===== config.mk =====
export PLATFORM = sky130hd
export DESIGN_NAME = tdm_demux
export DESIGN_NICKNAME = d
export VERILOG_FILES = /design/src/rtl/tdm_demux_pkg.sv /design/src/rtl/tdm_slot_counter.sv /design/src/rtl/tdm_demux.sv
export SDC_FILE = /design/constraint.sdc
export NUM_CORES = 1
export LEC_CHECK = 0
export ABC_AREA = 0
export ABC_CLOCK_PERIOD_IN_PS = 2200
export CAP_MARGIN = 20
export CORE_MARGIN = 4
export CORE_UTILIZATION = 40
export DETAILED_ROUTE_END_ITERATION = 12
export HOLD_SLACK_MARGIN = 0.1
export SETUP_SLACK_MARGIN = 0.02
export SKIP_CTS_REPAIR_TIMING = 1
export SYNTH_ARGS = -nofsm -noshare
export SYNTH_HDL_FRONTEND = slang
export SYNTH_HIERARCHICAL = 1
export SYNTH_SLANG_ARGS = --single-unit

===== constraint.sdc =====
create_clock -name clk -period 2.2 [get_ports clk]
set_input_delay 0.22 -clock clk [delete_from_list [all_inputs] [get_ports clk]]
set_output_delay 0.22 -clock clk [all_outputs]
set_load 0.01 [all_outputs]

===== src/rtl/tdm_demux_pkg.sv =====
// Shared definitions for the TDM link: the receiver FSM state encoding
// and the default frame geometry. The transmitter is expected to import
// the same package.
package tdm_demux_pkg;

    localparam int NUM_CH_DEF = 4;
    localparam int SLOT_W_DEF = 8;

    typedef enum logic {
        ST_HUNT    = 1'b0,
        ST_RECEIVE = 1'b1
    } tdm_state_e;

endpackage


===== src/rtl/tdm_slot_counter.sv =====
// Bit/slot position counter for a TDM frame. It steps once per accepted
// bit and wraps at the end of the frame. It can also be cleared to the
// frame start, or restarted so that the current bit counts as bit 0 of
// a new frame.
module tdm_slot_counter
    import tdm_demux_pkg::*;
#(
    parameter int NUM_CH = NUM_CH_DEF,
    parameter int SLOT_W = SLOT_W_DEF
) (
    input  logic                        clk,
    input  logic                        rst_n,
    input  logic                        advance_i,
    input  logic                        restart_i,
    input  logic                        clear_i,
    output logic [$clog2(SLOT_W)-1:0]   bit_cnt_o,
    output logic [$clog2(NUM_CH)-1:0]   slot_cnt_o,
    output logic                        slot_end_o,
    output logic                        end_of_frame_o,
    output logic                        start_of_frame_o
);

    localparam int BIT_W   = $clog2(SLOT_W);
    localparam int SLOT_CW = $clog2(NUM_CH);

    logic [BIT_W-1:0]   bit_cnt_q,  bit_cnt_d;
    logic [SLOT_CW-1:0] slot_cnt_q, slot_cnt_d;

    assign slot_end_o       = (bit_cnt_q == BIT_W'(SLOT_W - 1));
    assign end_of_frame_o   = slot_end_o && (slot_cnt_q == SLOT_CW'(NUM_CH - 1));
    assign start_of_frame_o = (bit_cnt_q == '0) && (slot_cnt_q == '0);
    assign bit_cnt_o        = bit_cnt_q;
    assign slot_cnt_o       = slot_cnt_q;

    // Next position: clear wins, then restart (bit 0 consumed now), then a normal step
    always_comb begin
        bit_cnt_d  = bit_cnt_q;
        slot_cnt_d = slot_cnt_q;
        if (clear_i) begin
            bit_cnt_d  = '0;
            slot_cnt_d = '0;
        end else if (restart_i) begin
            bit_cnt_d  = BIT_W'(1);
            slot_cnt_d = '0;
        end else if (advance_i) begin
            if (slot_end_o) begin
                bit_cnt_d  = '0;
                slot_cnt_d = end_of_frame_o ? '0 : slot_cnt_q + SLOT_CW'(1);
            end else begin
                bit_cnt_d = bit_cnt_q + BIT_W'(1);
            end
        end
    end

    // Position registers
    always_ff @(posedge clk or negedge rst_n) begin
        if (!rst_n) begin
            bit_cnt_q  <= '0;
            slot_cnt_q <= '0;
        end else begin
            bit_cnt_q  <= bit_cnt_d;
            slot_cnt_q <= slot_cnt_d;
        end
    end

endmodule


===== src/rtl/tdm_demux.sv =====
// TDM receive end: aligns to frame sync, assembles each slot MSB first,
// and publishes a complete parallel frame with a one-cycle valid strobe.
// Framing errors drop the partial frame and leave ch_data untouched.
module tdm_demux
    import tdm_demux_pkg::*;
#(
    parameter int NUM_CH = NUM_CH_DEF,
    parameter int SLOT_W = SLOT_W_DEF
) (
    input  logic                       clk,
    input  logic                       rst_n,
    input  logic                       serial_in,
    input  logic                       bit_valid,
    input  logic                       frame_sync,
    output logic [NUM_CH*SLOT_W-1:0]   ch_data,
    output logic                       frame_valid,
    output logic                       sync_err,
    output logic                       locked
);

    tdm_state_e                  state_q, state_d;
    logic [SLOT_W-1:0]           shift_q, shift_d;
    logic [NUM_CH*SLOT_W-1:0]    staging_q, staging_d;
    logic [NUM_CH*SLOT_W-1:0]    ch_data_q, ch_data_d;
    logic                        frame_valid_q, frame_valid_d;
    logic                        sync_err_q, sync_err_d;

    logic                        cnt_advance, cnt_restart, cnt_clear;
    logic [$clog2(SLOT_W)-1:0]   bit_cnt;
    logic [$clog2(NUM_CH)-1:0]   slot_cnt;
    logic                        slot_end, end_of_frame, start_of_frame;
    logic [SLOT_W-1:0]           slot_word;

    tdm_slot_counter #(
        .NUM_CH (NUM_CH),
        .SLOT_W (SLOT_W)
    ) u_slot_counter (
        .clk              (clk),
        .rst_n            (rst_n),
        .advance_i        (cnt_advance),
        .restart_i        (cnt_restart),
        .clear_i          (cnt_clear),
        .bit_cnt_o        (bit_cnt),
        .slot_cnt_o       (slot_cnt),
        .slot_end_o       (slot_end),
        .end_of_frame_o   (end_of_frame),
        .start_of_frame_o (start_of_frame)
    );

    // The slot value as it will look once the current bit is shifted in
    assign slot_word = {shift_q[SLOT_W-2:0], serial_in};

    assign ch_data     = ch_data_q;
    assign frame_valid = frame_valid_q;
    assign sync_err    = sync_err_q;
    assign locked      = (state_q == ST_RECEIVE);

    // Framing FSM: sync checks at expected frame start, slot assembly and frame publish
    always_comb begin
        state_d       = state_q;
        shift_d       = shift_q;
        staging_d     = staging_q;
        ch_data_d     = ch_data_q;
        frame_valid_d = 1'b0;
        sync_err_d    = 1'b0;
        cnt_advance   = 1'b0;
        cnt_restart   = 1'b0;
        cnt_clear     = 1'b0;

        case (state_q)
            ST_HUNT: begin
                if (bit_valid && frame_sync) begin
                    cnt_restart = 1'b1;
                    shift_d     = slot_word;
                    state_d     = ST_RECEIVE;
                end
            end
            ST_RECEIVE: begin
                if (bit_valid) begin
                    if (start_of_frame && !frame_sync) begin
                        sync_err_d = 1'b1;
                        cnt_clear  = 1'b1;
                        state_d    = ST_HUNT;
                    end else if (!start_of_frame && frame_sync) begin
                        sync_err_d  = 1'b1;
                        cnt_restart = 1'b1;
                        shift_d     = slot_word;
                    end else begin
                        cnt_advance = 1'b1;
                        shift_d     = slot_word;
                        if (slot_end) begin
                            staging_d[int'(slot_cnt)*SLOT_W +: SLOT_W] = slot_word;
                            if (end_of_frame) begin
                                ch_data_d     = staging_d;
                                frame_valid_d = 1'b1;
                            end
                        end
                    end
                end
            end
            default: state_d = ST_HUNT;
        endcase
    end

    // State, datapath and output registers
    always_ff @(posedge clk or negedge rst_n) begin
        if (!rst_n) begin
            state_q       <= ST_HUNT;
            shift_q       <= '0;
            staging_q     <= '0;
            ch_data_q     <= '0;
            frame_valid_q <= 1'b0;
            sync_err_q    <= 1'b0;
        end else begin
            state_q       <= state_d;
            shift_q       <= shift_d;
            staging_q     <= staging_d;
            ch_data_q     <= ch_data_d;
            frame_valid_q <= frame_valid_d;
            sync_err_q    <= sync_err_d;
        end
    end

endmodule


# Word-level counts from Yosys, hierarchy flattened
# Cells that the tools add are included.
dict set report op_classes {
  n_mux 38
  bitwise 3
  reduce_logical 15
  n_shift 2
  n_eq_ne 5
  addsub 3
}
# operator n
set op_table {}
lappend op_table {{negation 5 -> 33 bit} 1}
lappend op_table {{variable shift 8 x 33 -> 32 bit (first input constant)} 1}
lappend op_table {{variable part select 8 x 33 -> 32 bit} 1}
lappend op_table {{bitwise mux 32 bit} 1}
lappend op_table {{2-to-1 mux 1 bit} 22}
lappend op_table {{2-to-1 mux 7 bit} 3}
lappend op_table {{one-hot mux 7 bit (2 select lines)} 1}
lappend op_table {{2-to-1 mux 3 bit} 4}
lappend op_table {{2-to-1 mux 2 bit} 5}
lappend op_table {{inequality test 2 bit (second input constant)} 3}
lappend op_table {{AND reduction 6 bit} 1}
lappend op_table {{nonzero test 3 bit} 2}
lappend op_table {{logical AND 1 bit} 5}
lappend op_table {{AND reduction 5 bit} 1}
lappend op_table {{one-hot mux 1 bit (2 select lines)} 2}
lappend op_table {{adder 3 x 1 -> 3 bit (second input constant)} 1}
lappend op_table {{== test 3 bit (second input constant)} 1}
lappend op_table {{zero test 3 bit} 1}
lappend op_table {{inverter 1 bit} 3}
lappend op_table {{AND reduction 3 bit} 1}
lappend op_table {{adder 2 x 1 -> 2 bit (second input constant)} 1}
lappend op_table {{== test 2 bit (second input constant)} 1}
lappend op_table {{zero test 1 bit} 2}
lappend op_table {{zero test 2 bit} 1}
lappend op_table {{AND reduction 2 bit} 1}
dict set report totals {
  register_bits 79
  wordCells 74
}

# Logic depth before layout (Yosys ltp)
# Gate-level depths: netlist of run 1.
dict set report depth {
  word_depth 11
  depth_mapped 10
  ltp_nobuf 10
}

# Hierarchy
# The synthesis of run 1 kept the hierarchy.
# module seq_area_each_um2 n_inst area_each_um2 cells_per_inst
set modules_own_cells {}
lappend modules_own_cells {tdm_demux 1851.8 1 3435.8 315}
lappend modules_own_cells {tdm_slot_counter 125.1 1 332.8 33}

# Least setup slack after synthesis of run 1
# No wires, ideal clock.
dict set report synth_path {
  path_kind {reg-to-reg}
  startpoint {register u_slot_counter.slot_cnt_q[0], in the netlist u_slot_counter/slot_cnt_o[0]}
  endpoint {register staging_q[12]}
  synth_period_minus_slack_ns 2.140
  path_buffers 2
  stages_incl_launch_ff 11
  arrival_time_ns 2.019
  t_required_ns 2.079
  slack_ns 0.060
  cell_sequence {dfrtp_1 > inv_1 > ha_1 > nand2_1 > nor2_1 > ha_1 > buf_2 > and4_1 > buf_4 > and2_1 > a22o_1}
}
dict set report synth_between {
  elab_chain_cells 6
}
# element line_no
set synth_rtl {}
lappend synth_rtl {{from (decl)} tdm_slot_counter.sv:27} ;# logic [SLOT_CW-1:0] slot_cnt_q, slot_cnt_d;
lappend synth_rtl {{from (signal assigned)} tdm_slot_counter.sv:62} ;# slot_cnt_q <= slot_cnt_d;
lappend synth_rtl {{zero test 2 bit *} tdm_slot_counter.sv:31} ;# assign start_of_frame_o = (bit_cnt_q == '0) && (slot_cnt_q == '0);
lappend synth_rtl {{logical AND 1 bit *} tdm_slot_counter.sv:31}
lappend synth_rtl {{net start_of_frame} tdm_demux.sv:31} ;# logic slot_end, end_of_frame, start_of_frame;
lappend synth_rtl {{zero test 1 bit} tdm_demux.sv:84} ;# end else if (!start_of_frame && frame_sync) begin
lappend synth_rtl {{logical AND 1 bit} tdm_demux.sv:84}
lappend synth_rtl {{inverter 1 bit (no line)} n/a}
lappend synth_rtl {{AND reduction 5 bit (no line) *} n/a}
lappend synth_rtl {{to (signal assigned)} tdm_demux.sv:117} ;# staging_q <= staging_d;
lappend synth_rtl {{to (decl)} tdm_demux.sv:23} ;# logic [NUM_CH*SLOT_W-1:0] staging_q, staging_d;
# Mark *: on every way through the listed nets, which the timed path passes. The rest lies on a longest branch.
# A chain may end at the register's enable or synchronous reset.

# Worst setup path in the final report of run 1
dict set report layout_path {
  startpoint {register u_slot_counter.bit_cnt_q[0], in the netlist u_slot_counter/bit_cnt_o[0]}
  endpoint {register staging_q[28]}
}
dict set report layout_between {
  elab_chain_cells 6
}
# element line_no
set layout_rtl {}
lappend layout_rtl {{from (decl)} tdm_slot_counter.sv:26} ;# logic [BIT_W-1:0] bit_cnt_q, bit_cnt_d;
lappend layout_rtl {{from (signal assigned)} tdm_slot_counter.sv:61} ;# bit_cnt_q <= bit_cnt_d;
lappend layout_rtl {{zero test 3 bit *} tdm_slot_counter.sv:31}
lappend layout_rtl {{logical AND 1 bit *} tdm_slot_counter.sv:31}
lappend layout_rtl {{net start_of_frame} tdm_demux.sv:31}
lappend layout_rtl {{zero test 1 bit} tdm_demux.sv:84}
lappend layout_rtl {{logical AND 1 bit} tdm_demux.sv:84}
lappend layout_rtl {{inverter 1 bit (no line)} n/a}
lappend layout_rtl {{AND reduction 5 bit (no line) *} n/a}
# Marks and branches as above.

==> results of run 1 <==
==> registers in the layout, indices dropped and copies added, names as in the netlist <==
signal	cells
sync_err	1
u_slot_counter/slot_cnt_o	2
locked	1
staging_q	32
u_slot_counter/bit_cnt_o	3
shift_q	7
ch_data	32
frame_valid	1
==> cells by family after synthesis <==
family / Yosys count / synth area share [%]
compound gates: 130 / 21.3
fa+ha+maj: 13 / 4.32
buf+inv: 39 / 5.61
flops: 79 / 52.5
mux: 9 / 2.62
simple gates: 78 / 13.7
==> through the flow <==
| stage | cell area, sq um | utilization (%) | setup WS (ns) |
|---|---|---|---|
| final | 4470 | 48.6 | 0.159 |
| after global routing | 4470 | 48.6 | 0.00308 |
| after CTS | 4450 | 48.4 | 0.0547 |
| after detailed placement | 4260 | 46.3 | 0.0453 |
| after global placement | 4260 | 46.3 | 0.0818 |
| after floorplan | 3770 | - | 0.0604 |
==> layout make-up <==
type,instances,share of cell area [%]
Inverter,9,0.755
Multi-Input combinational cell,230,35.6
Timing Repair Buffer,57,12.1
Clock buffer,11,2.94
Sequential cell,79,44.2
Clock inverter,5,1.32
Tap cell,111,3.11
==> power groups by stage <==
stage | Clock, uW | Combinational (uW) | Sequential [uW]
2_1_floorplan | 0 | 693 | 1680
3_3_place_gp | 0 | 775 | 1910
3_5_place_dp | 0 | 788 | 1920
4_1_cts | 1080 | 790 | 1890
5_1_grt | 1130 | 868 | 1920
6_report | 1050 | 787 | 1890
==> critical path: stages, from the launching register on <==
cell and delay, ns:
dfrtp_1 0.41, inv_1 0.07, ha_1 0.13, nand2_1 0.05, nor2_1 0.14, ha_1 0.29
and4_4 0.21, buf_4 0.17, and2_1 0.20, a22o_1 0.26
==> routing by layer <==
layer,track usage (%),vias to the layer above
li1,-,1319
met4,5.34,0
met5,0,-
met1,24.6,1350
met3,3.03,8
met2,23.3,88
==> cells in the mapped netlist, types with 2 or more instances <==
| cell | n |
|---|---|
| and3_1 | 3 |
| nand4_1 | 3 |
| ha_1 | 13 |
| buf_6 | 7 |
| mux2_2 | 7 |
| buf_1 | 6 |
| mux2i_1 | 2 |
| nor2b_1 | 29 |
| and2_1 | 4 |
| nand3b_1 | 3 |
| nand2_1 | 8 |
| a31oi_1 | 15 |
| clkbuf_1 | 9 |
| a21oi_1 | 80 |
| inv_1 | 9 |
| a21bo_2 | 2 |
| and4_1 | 2 |
| nor2_1 | 5 |
| nand2b_1 | 7 |
| dfrtp_1 | 79 |
| a22o_1 | 29 |
| nand3_1 | 2 |
| buf_2 | 7 |
| o2bb2ai_1 | 3 |
==> how the worst max path moves through the flow <==
stage,startpoint,end,slack (ns)
floorplan,u_slot_counter/slot_cnt_o[0]$_DFFE_PN0P_,staging_q[12]$_DFFE_PN0P_,0.06
global placement,frame_sync,staging_q[26]$_DFFE_PN0P_,0.08
detailed placement,frame_sync,staging_q[26]$_DFFE_PN0P_,0.05
CTS,u_slot_counter/bit_cnt_o[0]$_DFFE_PN0P_,staging_q[26]$_DFFE_PN0P_,0.05
global route,u_slot_counter/bit_cnt_o[0]$_DFFE_PN0P_,staging_q[26]$_DFFE_PN0P_,0.003
finish,u_slot_counter/bit_cnt_o[0]$_DFFE_PN0P_,staging_q[28]$_DFFE_PN0P_,0.16
==> summary.md, run 1 <==
| Metric | Value |
|---|---|
| Status | completed |
| Area delta synth->final | 18.7% |
| Clock skew | roughly 0.012 ns |
| WL per Instance | between 15 and 20 um |
| Syn Area/Cell | ~11 sq um |
| Die area | 0.0110 sq mm |
| Power Density | about 830 mW/mm^2 |
| Routability cong. | 0.788 |
| Ys Warns | 6 |
| ANT cells | 0 |
| Fraction of registers with async set/reset | 100% |
| Most frequent cells in the layout | a21oi_1, dfrtp_1, clkdlybuf4s50_1 |
| Sequential group share of total power | between 50% and 60% |
| Net Switching | roughly 1300 uW |
| Final wirelength | between 8000 and 9000 um |
| Vias in the first global route | 2639 |
| Flop and latch count out of synthesis | 79 |
| Crit Path Class | reg -> reg |
| Gate power share | roughly a fifth |
| Top routing layer used | met4 |
| RR Endpoint | staging_q[28]$_DFFE_PN0P_ |
| Reg2Reg Setup Slack | about 0.16 ns |
| Initial Utilization | 41.0% |
| Layout cells sized above 1 | 13.3% |
| Placed Cells | ~490 |
| Dominant cells by area after synthesis | dfrtp_1, a21oi_1, a22o_1 |
| Switching part of the total | roughly 34% |
| Via count | 2765 |
| Cell accounting for the most synthesized area | dfrtp_1 |
| Top-level I/O count | 40 |
| Fin crit period | between 2 and 2.5 ns |
| TritonCTS Buffers | 9 |
| Synth Net Count | ~370 |
| Worst r2r src | u_slot_counter/bit_cnt_o[0]$_DFFE_PN0P_ |
| IO buf count | 39 |
| Reg clk slew, reported paths | about 0.080 ns |
| Worst endpoint required time | roughly 2.4 ns |
| Worst-Margin Slew | ~0.52 ns |
| Clock share of power | approximately 28% |
| Largest net degree at the start of global routing | between 40 and 50 |
| Fill cells | 851 |
| Post-route DRC | 0 |
| Worst hold-check path type | in -> async |
| Initial DRC Count | ~140 |
| CP Data Arrival Time | roughly 2.3 ns |
| CP startpoint kind | register |
| Sequential cell area fraction in the yosys report | a little over half |
| Synthesized area | approximately 0.0038 sq mm |
| Register area | 0.00198 sq mm |
| Initial antenna violation count | 0 |
| Vias/cell | about 5.5 |
| Yosys cell types | 38 |
| DR pass1 iterations | 4 |
| CTS tree | yes |
| Routed length on met2 | around 3800 um |
| Clk_lat worst skew | ~0.34 ns |
| Final setup vio count | 0 |
| Max Cap Viol | 0 |
| Row Count | 35 |
| Yosys top cell area share | 52.5% |
| Sum Neg Setup Slack | 0 ns |
| Worst slew margin | ~65% |
| Most common cell after layout, fill and taps aside | a21oi_1 |
| Hold Vio Cnt, Final | 0 |
| Cells after Synth | roughly 350 |
| Total power | 3730 uW |
| Post-synth top flop | dfrtp_1 |
| Slew Viols, Final | 0 |
| R2R depth | 9 |
| Final net count | ~400 |
| Htree depth | 3 |
| Max IR drop VDD | 0.422 mV |
| Post-DP HPWL | ~5800 um |
| Multi-input logic area | around 0.0016 sq mm |
| RSZ-0062 raised after global routing | yes |
| Worst Path Max Fanout | 10 |
| First-pass GRT wire length | between 10000 and 15000 um |
| CORE AREA | 0.00920 sq mm |
| Period utilisation layout | between 90% and 100% |
| Gr usage total | between 10% and 20% |
| Grt ovf | 0 |
| Routed Antenna Nets | 0 |
| Finished Layout Cells | between 500 and 600 |
| Clk root buf | clkbuf_8 |
| DRT met1 WL | between 4000 and 5000 um |
| Num Clock Sinks | 79 |
| Post-synth EDFFs | 0 |
| Internal power | approximately 2500 uW |
| Clock Path Buffers | 2 |
| CP Capture Type | register |
| Metal3 WL | between 500 and 600 um |
| WHS | ~0.40 ns |
| Leakage power | 0.00199 uW |
| Die height | around 110 um |
| Die Wd | approximately 110 um |
| Fmax | 490 MHz |
Note: power is estimated with default switching activity, not from simulation.
==> inputs of run 2 (changes only) <==
--- a/config.mk
+++ b/config.mk
@@ -11,6 +11,7 @@
 export CORE_MARGIN = 4
 export CORE_UTILIZATION = 40
 export DETAILED_ROUTE_END_ITERATION = 12
+export DONT_BUFFER_PORTS = 1
 export HOLD_SLACK_MARGIN = 0.1
 export SETUP_SLACK_MARGIN = 0.02
 export SKIP_CTS_REPAIR_TIMING = 1
==> run 2 against run 1 <==
  * Non-clock buffer count is 39 lower
  * Combinational power decreased by 8.5%
  * Power up 4.5%
  * Largest cell class unchanged
  * Largest power group unchanged
==> summary.md, run 2 (synthesis results as in run 1) <==
| Metric | Value |
|---|---|
| Sum Neg Setup Slack | 0 ns (unchanged) |
| Max Cap Viol | 0 (unchanged) |
| Final setup vio count | 0 (unchanged) |
| Worst slew margin | 69.0% (was 65.2%) |
| Worst Path Max Fanout | 12 (was 10) |
| WHS Path Cells | 2 |
| Row Count | 35 (unchanged) |
| CORE AREA | 0.00920 sq mm (unchanged) |
| Fill cells | 842 (was 851) |
| Util after Layout | 45.0% (was 48.6%) |
| Clock Path Buffers | 2 (unchanged) |
| RR Endpoint | staging_q[27]$_DFFE_PN0P_ (was staging_q[28]$_DFFE_PN0P_) |
| Fin crit period | 2.07 ns (was 2.04 ns) |
| Hold Vio Cnt, Final | 0 (unchanged) |
| Layout cells sized above 1 | 13.1% (was 13.3%) |
| Finished Layout Cells | 463 (was 502) |
| Num Clock Sinks | 79 (unchanged) |
| Fmax | 483 MHz (was 490 MHz) |
| Die height | 105 um (unchanged) |
| Crit Path Class | reg -> reg (unchanged) |
| First-pass GRT wire length | 14300 um (was 14200 um) |
| Die area | 0.0110 sq mm (unchanged) |
| Post-DP HPWL | 5480 um (was 5810 um) |
| CP Capture Type | register (unchanged) |
| Reg clk slew, reported paths | 0.08 ns (about the same) |
| Top-level I/O count | 40 (unchanged) |
| CP Data Arrival Time | 2.31 ns (was 2.27 ns) |
| Post-route DRC | 0 (unchanged) |
| WL per Instance | 18.6 um (was 17.5 um) |
| Clk_lat worst skew | 0.35 ns (was 0.34 ns) |
| R2R depth | 8 (was 9) |
| Power Density | 941 mW/mm^2 (was 834 mW/mm^2) |
| Final wirelength | 8590 um (was 8760 um) |
| Worst setup margin | 0.131 ns (was 0.159 ns) |
| IO buf count | 0 (was 39) |
| Via count | 2670 (was 2765) |
| Vias/cell | 5.77 (was 5.51) |
| TritonCTS Buffers | 9 (unchanged) |
| ANT cells | 0 (unchanged) |
| CP Capture Point | staging_q[27]$_DFFE_PN0P_ (was staging_q[28]$_DFFE_PN0P_) |
| Initial DRC Count | 109 (was 142) |
| Grt ovf | 0 (unchanged) |
| Largest net degree at the start of global routing | 80 (was 43) |
| Clock skew | 0.00929 ns (was 0.0119 ns) |
| Gr usage total | 16.3% (about the same) |
| Die Wd | 105 um (unchanged) |
| Setup WS pre-CTS | 0.0229 ns (was 0.0453 ns) |
| Worst-Margin Slew | 0.464 ns (was 0.522 ns) |
| CTS tree | yes (unchanged) |
| Worst r2r src | u_slot_counter/bit_cnt_o[0]$_DFFE_PN0P_ (unchanged) |
| Reg2Reg Setup Slack | 0.13 ns (was 0.16 ns) |
| Routability cong. | 0.789 (was 0.788) |
| Most common cell after layout, fill and taps aside | a21oi_1 (unchanged) |
| Htree depth | 3 (unchanged) |
| Most frequent cells in the layout | a21oi_1, dfrtp_1, nor2b_1, a22o_1, a31oi_1 (was a21oi_1, dfrtp_1, clkdlybuf4s50_1) |
| Routed Antenna Nets | 0 (unchanged) |
| Placed Cells | 442 (was 485) |
| Vias in the first global route | 2598 (was 2639) |
| Worst endpoint required time | 2.44 ns (was 2.43 ns) |
| CP startpoint kind | register (unchanged) |
| Worst hold-check path type | in -> reg (was in -> async) |
| Clk root buf | clkbuf_8 (unchanged) |
| Slew Viols, Final | 0 (unchanged) |
| Initial antenna violation count | 0 (unchanged) |
| Period utilisation layout | 94.1% (was 92.8%) |
| Leakage power | 0.00188 uW (was 0.00199 uW) |
| Status | completed (unchanged) |
| RSZ-0062 raised after global routing | yes (unchanged) |
| Max IR drop VDD | 0.338 mV (was 0.422 mV) |
| Area delta synth->final | 9.93% (was 18.7%) |
| Initial Utilization | 41.0% (unchanged) |
| Total power | 3900 uW (was 3730 uW) |
| DR pass1 iterations | 4 (unchanged) |
| Final net count | 365 (was 404) |
| Setup crit start | u_slot_counter/bit_cnt_o[0]$_DFFE_PN0P_ (unchanged) |
## run 2: cell types whose count changed in the layout (fill, tap and decap cells not counted), sizes merged
cell / delta
dlygate4sd3: +3
bufinv: +2
clkinv: -1
clkinvlp: -1
clkdlybuf4s50: -38
buf: -4
## run 2: power by group
part / total, uW / switching, uW / leakage, uW / internal (uW)
Combinational: 720 / 408 / 0.000685 / 312
Clock: 1280 / 524 / 0.000114 / 757
Sequential: 1900 / 306 / 0.00108 / 1590
## run 2: critical path: stages (launching register included)
cell,delay (ns)
dfrtp_1,0.39
inv_1,0.06
ha_1,0.18
nand2_1,0.06
nor2_1,0.05
ha_1,0.31
and4_2,0.38
nand2_1,0.24
a22o_1,0.29
## run 2: layout make-up
type / instances / area (sq um) / share of cell area (%)
Timing Repair Buffer: 18 / 173 / 4.17
Tap cell: 111 / 139 / 3.35
Clock inverter: 5 / 106 / 2.57
Multi-Input combinational cell: 230 / 1580 / 38.2
Inverter: 9 / 33.8 / 0.815
Sequential cell: 79 / 1980 / 47.7
Clock buffer: 11 / 131 / 3.17
## run 2: how the worst min path moves through the flow
stage	from	endpoint	slack, ns
2_1_floorplan	rst_n	ch_data[0]$_DFFE_PN0P_	-0.08
4_1_cts	rst_n	ch_data[7]$_DFFE_PN0P_	-0.47
6_report	serial_in	ch_data[0]$_DFFE_PN0P_	0.09
3_5_place_dp	rst_n	locked$_DFF_PN0_	-0.07
5_1_grt	serial_in	ch_data[24]$_DFFE_PN0P_	0.10
3_3_place_gp	rst_n	sync_err$_DFF_PN0_	-0.07
## run 2: metal layers
metal  up-vias  track usage (%)  routed length (um)
li1       1252                -                   -
met1      1323             24.5                4330
met2        82             22.0                3620
met3        13             4.69                 498
met4         0             6.00                 144
met5         -                0                   0
## run 2: per-stage QoR
| step | hold WS (ns) | instance area [sq um] |
|---|---|---|
| floorplan | -0.0756 | 3770 |
| global placement | -0.0726 | 3830 |
| detailed placement | -0.0724 | 3830 |
| CTS | -0.466 | 4070 |
| global route | 0.100 | 4140 |
| finish | 0.0871 | 4140 |
==> inputs of run 3 (changes only) <==
--- a/config.mk
+++ b/config.mk
@@ -9,7 +9,7 @@
 export ABC_CLOCK_PERIOD_IN_PS = 2200
 export CAP_MARGIN = 20
 export CORE_MARGIN = 4
-export CORE_UTILIZATION = 40
+export CORE_UTILIZATION = 35
 export DETAILED_ROUTE_END_ITERATION = 12
 export DONT_BUFFER_PORTS = 1
 export HOLD_SLACK_MARGIN = 0.1
==> run 3 against run 2 <==
  * First-iteration DRC count rose by 11%
  * Largest cell class unchanged
  * Sequential share of layout area barely moved
  * Critical endpoint is now staging_q[23]$_DFFE_PN0P_
  * Worst setup slack improved by 0.044 ns
==> summary.md, run 3 (synthesis results as in run 1) <==
| Metric | Value |
|---|---|
| Grt ovf | 0 (unchanged) |
| Gr usage total | 14.3% (was 16.3%) |
| Setup WS pre-CTS | 0.0895 ns (was 0.0229 ns) |
| Vias in the first global route | 2655 (was 2598) |
| RSZ-0062 raised after global routing | yes (unchanged) |
| Worst Hold Endpoint | ch_data[8]$_DFFE_PN0P_ (was ch_data[0]$_DFFE_PN0P_) |
| Critical path, cell by cell | inv_1 -> ha_1 -> nand2_1 -> nor2_2 -> ha_4 -> and4_1 -> buf_4 -> and3_2 -> a22o_1 (was inv_1 -> ha_1 -> nand2_1 -> nor2_1 -> ha_1 -> and4_2 -> nand2_1 -> a22o_1) |
| Most common cell after layout, fill and taps aside | a21oi_1 (unchanged) |
| Clock skew | 0.00928 ns (was 0.00929 ns) |
| Final net count | 366 (was 365) |
| Worst-Margin Slew | 0.448 ns (was 0.464 ns) |
| Via count | 2602 (was 2670) |
| Initial Utilization | 36.2% (was 41.0%) |
| Layout cells sized above 1 | 14.4% (was 13.1%) |
| Max IR drop VDD | 0.367 mV (was 0.338 mV) |
| Status | completed (unchanged) |
| Most frequent cells in the layout | a21oi_1, dfrtp_1, nor2b_1, a22o_1, a31oi_1 (unchanged) |
| CTS tree | yes (unchanged) |
| Post-DP HPWL | 5750 um (was 5480 um) |
| Clock Path Buffers | 2 (unchanged) |
| Die Wd | 112 um (was 105 um) |
| IO buf count | 0 (unchanged) |
| Largest net degree at the start of global routing | 80 (unchanged) |
| Power Density | 883 mW/mm^2 (was 941 mW/mm^2) |
| Slew Viols, Final | 0 (unchanged) |
| Initial antenna violation count | 0 (unchanged) |
| Worst slew margin | 70.2% (was 69.0%) |
| Worst r2r src | u_slot_counter/bit_cnt_o[0]$_DFFE_PN0P_ (unchanged) |
| Die area | 0.0125 sq mm (was 0.0110 sq mm) |
| Clock share of power | 27.5% (was 32.9%) |
| Fill cells | 1011 (was 842) |
| Gate power share | 20.8% (was 18.5%) |
| WHS | 0.103 ns (was 0.0871 ns) |
| Register area | 0.00198 sq mm (unchanged) |
| DR pass1 iterations | 4 (unchanged) |
| CP Capture Type | register (unchanged) |
| Max Cap Viol | 0 (unchanged) |
| Worst hold-check path type | in -> reg (unchanged) |
| Reg2Reg Setup Slack | 0.17 ns (was 0.13 ns) |
| Num Clock Sinks | 79 (unchanged) |
| Setup crit start | u_slot_counter/bit_cnt_o[0]$_DFFE_PN0P_ (unchanged) |
| Switching part of the total | 34.3% (was 31.8%) |
| Sequential group share of total power | 51.6% (was 48.7%) |
| Htree depth | 3 (unchanged) |
| Worst endpoint required time | 2.43 ns (was 2.44 ns) |
| Net Switching | 1260 uW (was 1240 uW) |
| CP Data Arrival Time | 2.26 ns (was 2.31 ns) |
| Hold Vio Cnt, Final | 0 (unchanged) |
| RR Endpoint | staging_q[23]$_DFFE_PN0P_ (was staging_q[27]$_DFFE_PN0P_) |
| Internal power | 2410 uW (was 2660 uW) |
| Clk root buf | clkbuf_8 (unchanged) |
| Final setup vio count | 0 (unchanged) |
| Area delta synth->final | 10.0% (was 9.93%) |
| Fin crit period | 2.03 ns (was 2.07 ns) |
| Period utilisation layout | 92.1% (was 94.1%) |
| Worst setup margin | 0.175 ns (was 0.131 ns) |
| TritonCTS Buffers | 9 (unchanged) |
| Slowest stage delay, CP | 0.42 ns (was 0.39 ns) |
| Worst Path Max Fanout | 12 (unchanged) |
| Multi-input logic area | 0.00160 sq mm (was 0.00158 sq mm) |
| Routability cong. | 0.755 (was 0.789) |
| Leakage power | 0.00186 uW (was 0.00188 uW) |
| CP startpoint kind | register (unchanged) |
| Hold path startpoint | serial_in (unchanged) |
| Slowest CP cell | dfrtp_1 (unchanged) |
| First-pass GRT wire length | 14300 um (unchanged) |
| Final wirelength | 8710 um (was 8590 um) |
| Die height | 112 um (was 105 um) |
| WHS Path Cells | 2 (unchanged) |
| Reg clk slew, reported paths | 0.08 ns (about the same) |
| Vias/cell | 5.32 (was 5.77) |
| Row Count | 37 (was 35) |
| Post-route DRC | 0 (unchanged) |
| ANT cells | 0 (unchanged) |
| R2R depth | 9 (was 8) |
| Crit Path Class | reg -> reg (unchanged) |
| Sum Neg Setup Slack | 0 ns (unchanged) |
| Clk_lat worst skew | 0.35 ns (about the same) |
| WL per Instance | 17.8 um (was 18.6 um) |
| Routed Antenna Nets | 0 (unchanged) |
| Initial DRC Count | 121 (was 109) |
| Top-level I/O count | 40 (unchanged) |
| Fmax | 494 MHz (was 483 MHz) |
| CORE AREA | 0.0104 sq mm (was 0.00920 sq mm) |
==> run 3: cell types whose count changed in the layout (fill, tap and decap cells not counted), moves of 2 or more <==
cell	before	now
bufinv_16	3	0
nand2_2	1	3
buf_6	2	0
clkbuf_8	9	11
nand2_1	8	6
buf_4	11	13
==> run 3: how the worst max path moves through the flow <==
stage                                endpoint  slack, ns  depth (start not counted)
finish              staging_q[23]$_DFFE_PN0P_       0.17                          9
global route        staging_q[15]$_DFFE_PN0P_       0.03                          9
CTS                   ch_data[10]$_DFFE_PN0P_       0.07                          9
detailed placement    ch_data[10]$_DFFE_PN0P_       0.09                          9
global placement    staging_q[20]$_DFFE_PN0P_       0.15                          9
floorplan           staging_q[12]$_DFFE_PN0P_       0.06                         10
==> run 3: through the flow <==
stage / instances / utilization, % / instance area (sq um) / total power, uW
finish: 489 / 39.8 / 4150 / 3660
detailed placement: 468 / 37.1 / 3870 / 2630
global placement: 468 / 37.1 / 3870 / 2590
CTS: 484 / 38.9 / 4050 / 3640
floorplan: 348 / - / 3770 / 2380
global route: 489 / 39.8 / 4150 / 3900
==> run 3: power by group through the flow <==
| stage | clock [uW] | combinational [uW] | sequential [uW] |
|---|---|---|---|
| floorplan | 0 | 693 | 1680 |
| global route | 1120 | 863 | 1920 |
| global placement | 0 | 677 | 1920 |
| finish | 1010 | 763 | 1890 |
| detailed placement | 0 | 703 | 1920 |
| CTS | 1040 | 707 | 1890 |
==> run 3: cell type report <==
class	count	share of cell area, %
Clock buffer	12	3.74
Sequential cell	79	47.7
Inverter	9	0.815
Clock inverter	4	0.694
Tap cell	136	4.10
Multi-Input combinational cell	230	38.6
Timing Repair Buffer	19	4.35
==> run 3: metal layers <==
layer  vias up  track usage, %  part of all wire [%]
li1       1252               -                     -
met1      1296            18.1                    46
met2        46            23.0                    48
met3         8            4.78                   5.3
met4         0            4.54                   1.1
met5         -               0                     0
==> run 3: worst max-delay path: cells and delay by family, from the launching register on <==
| family | cells | cell delay [ns] |
|---|---|---|
| AO/OA/AOI/OAI | 1 | 0.20 |
| AND/OR/NAND/NOR | 4 | 0.65 |
| flip-flops | 1 | 0.42 |
| adder cells (fa/ha/maj) | 2 | 0.38 |
| buffers and inverters | 2 | 0.25 |
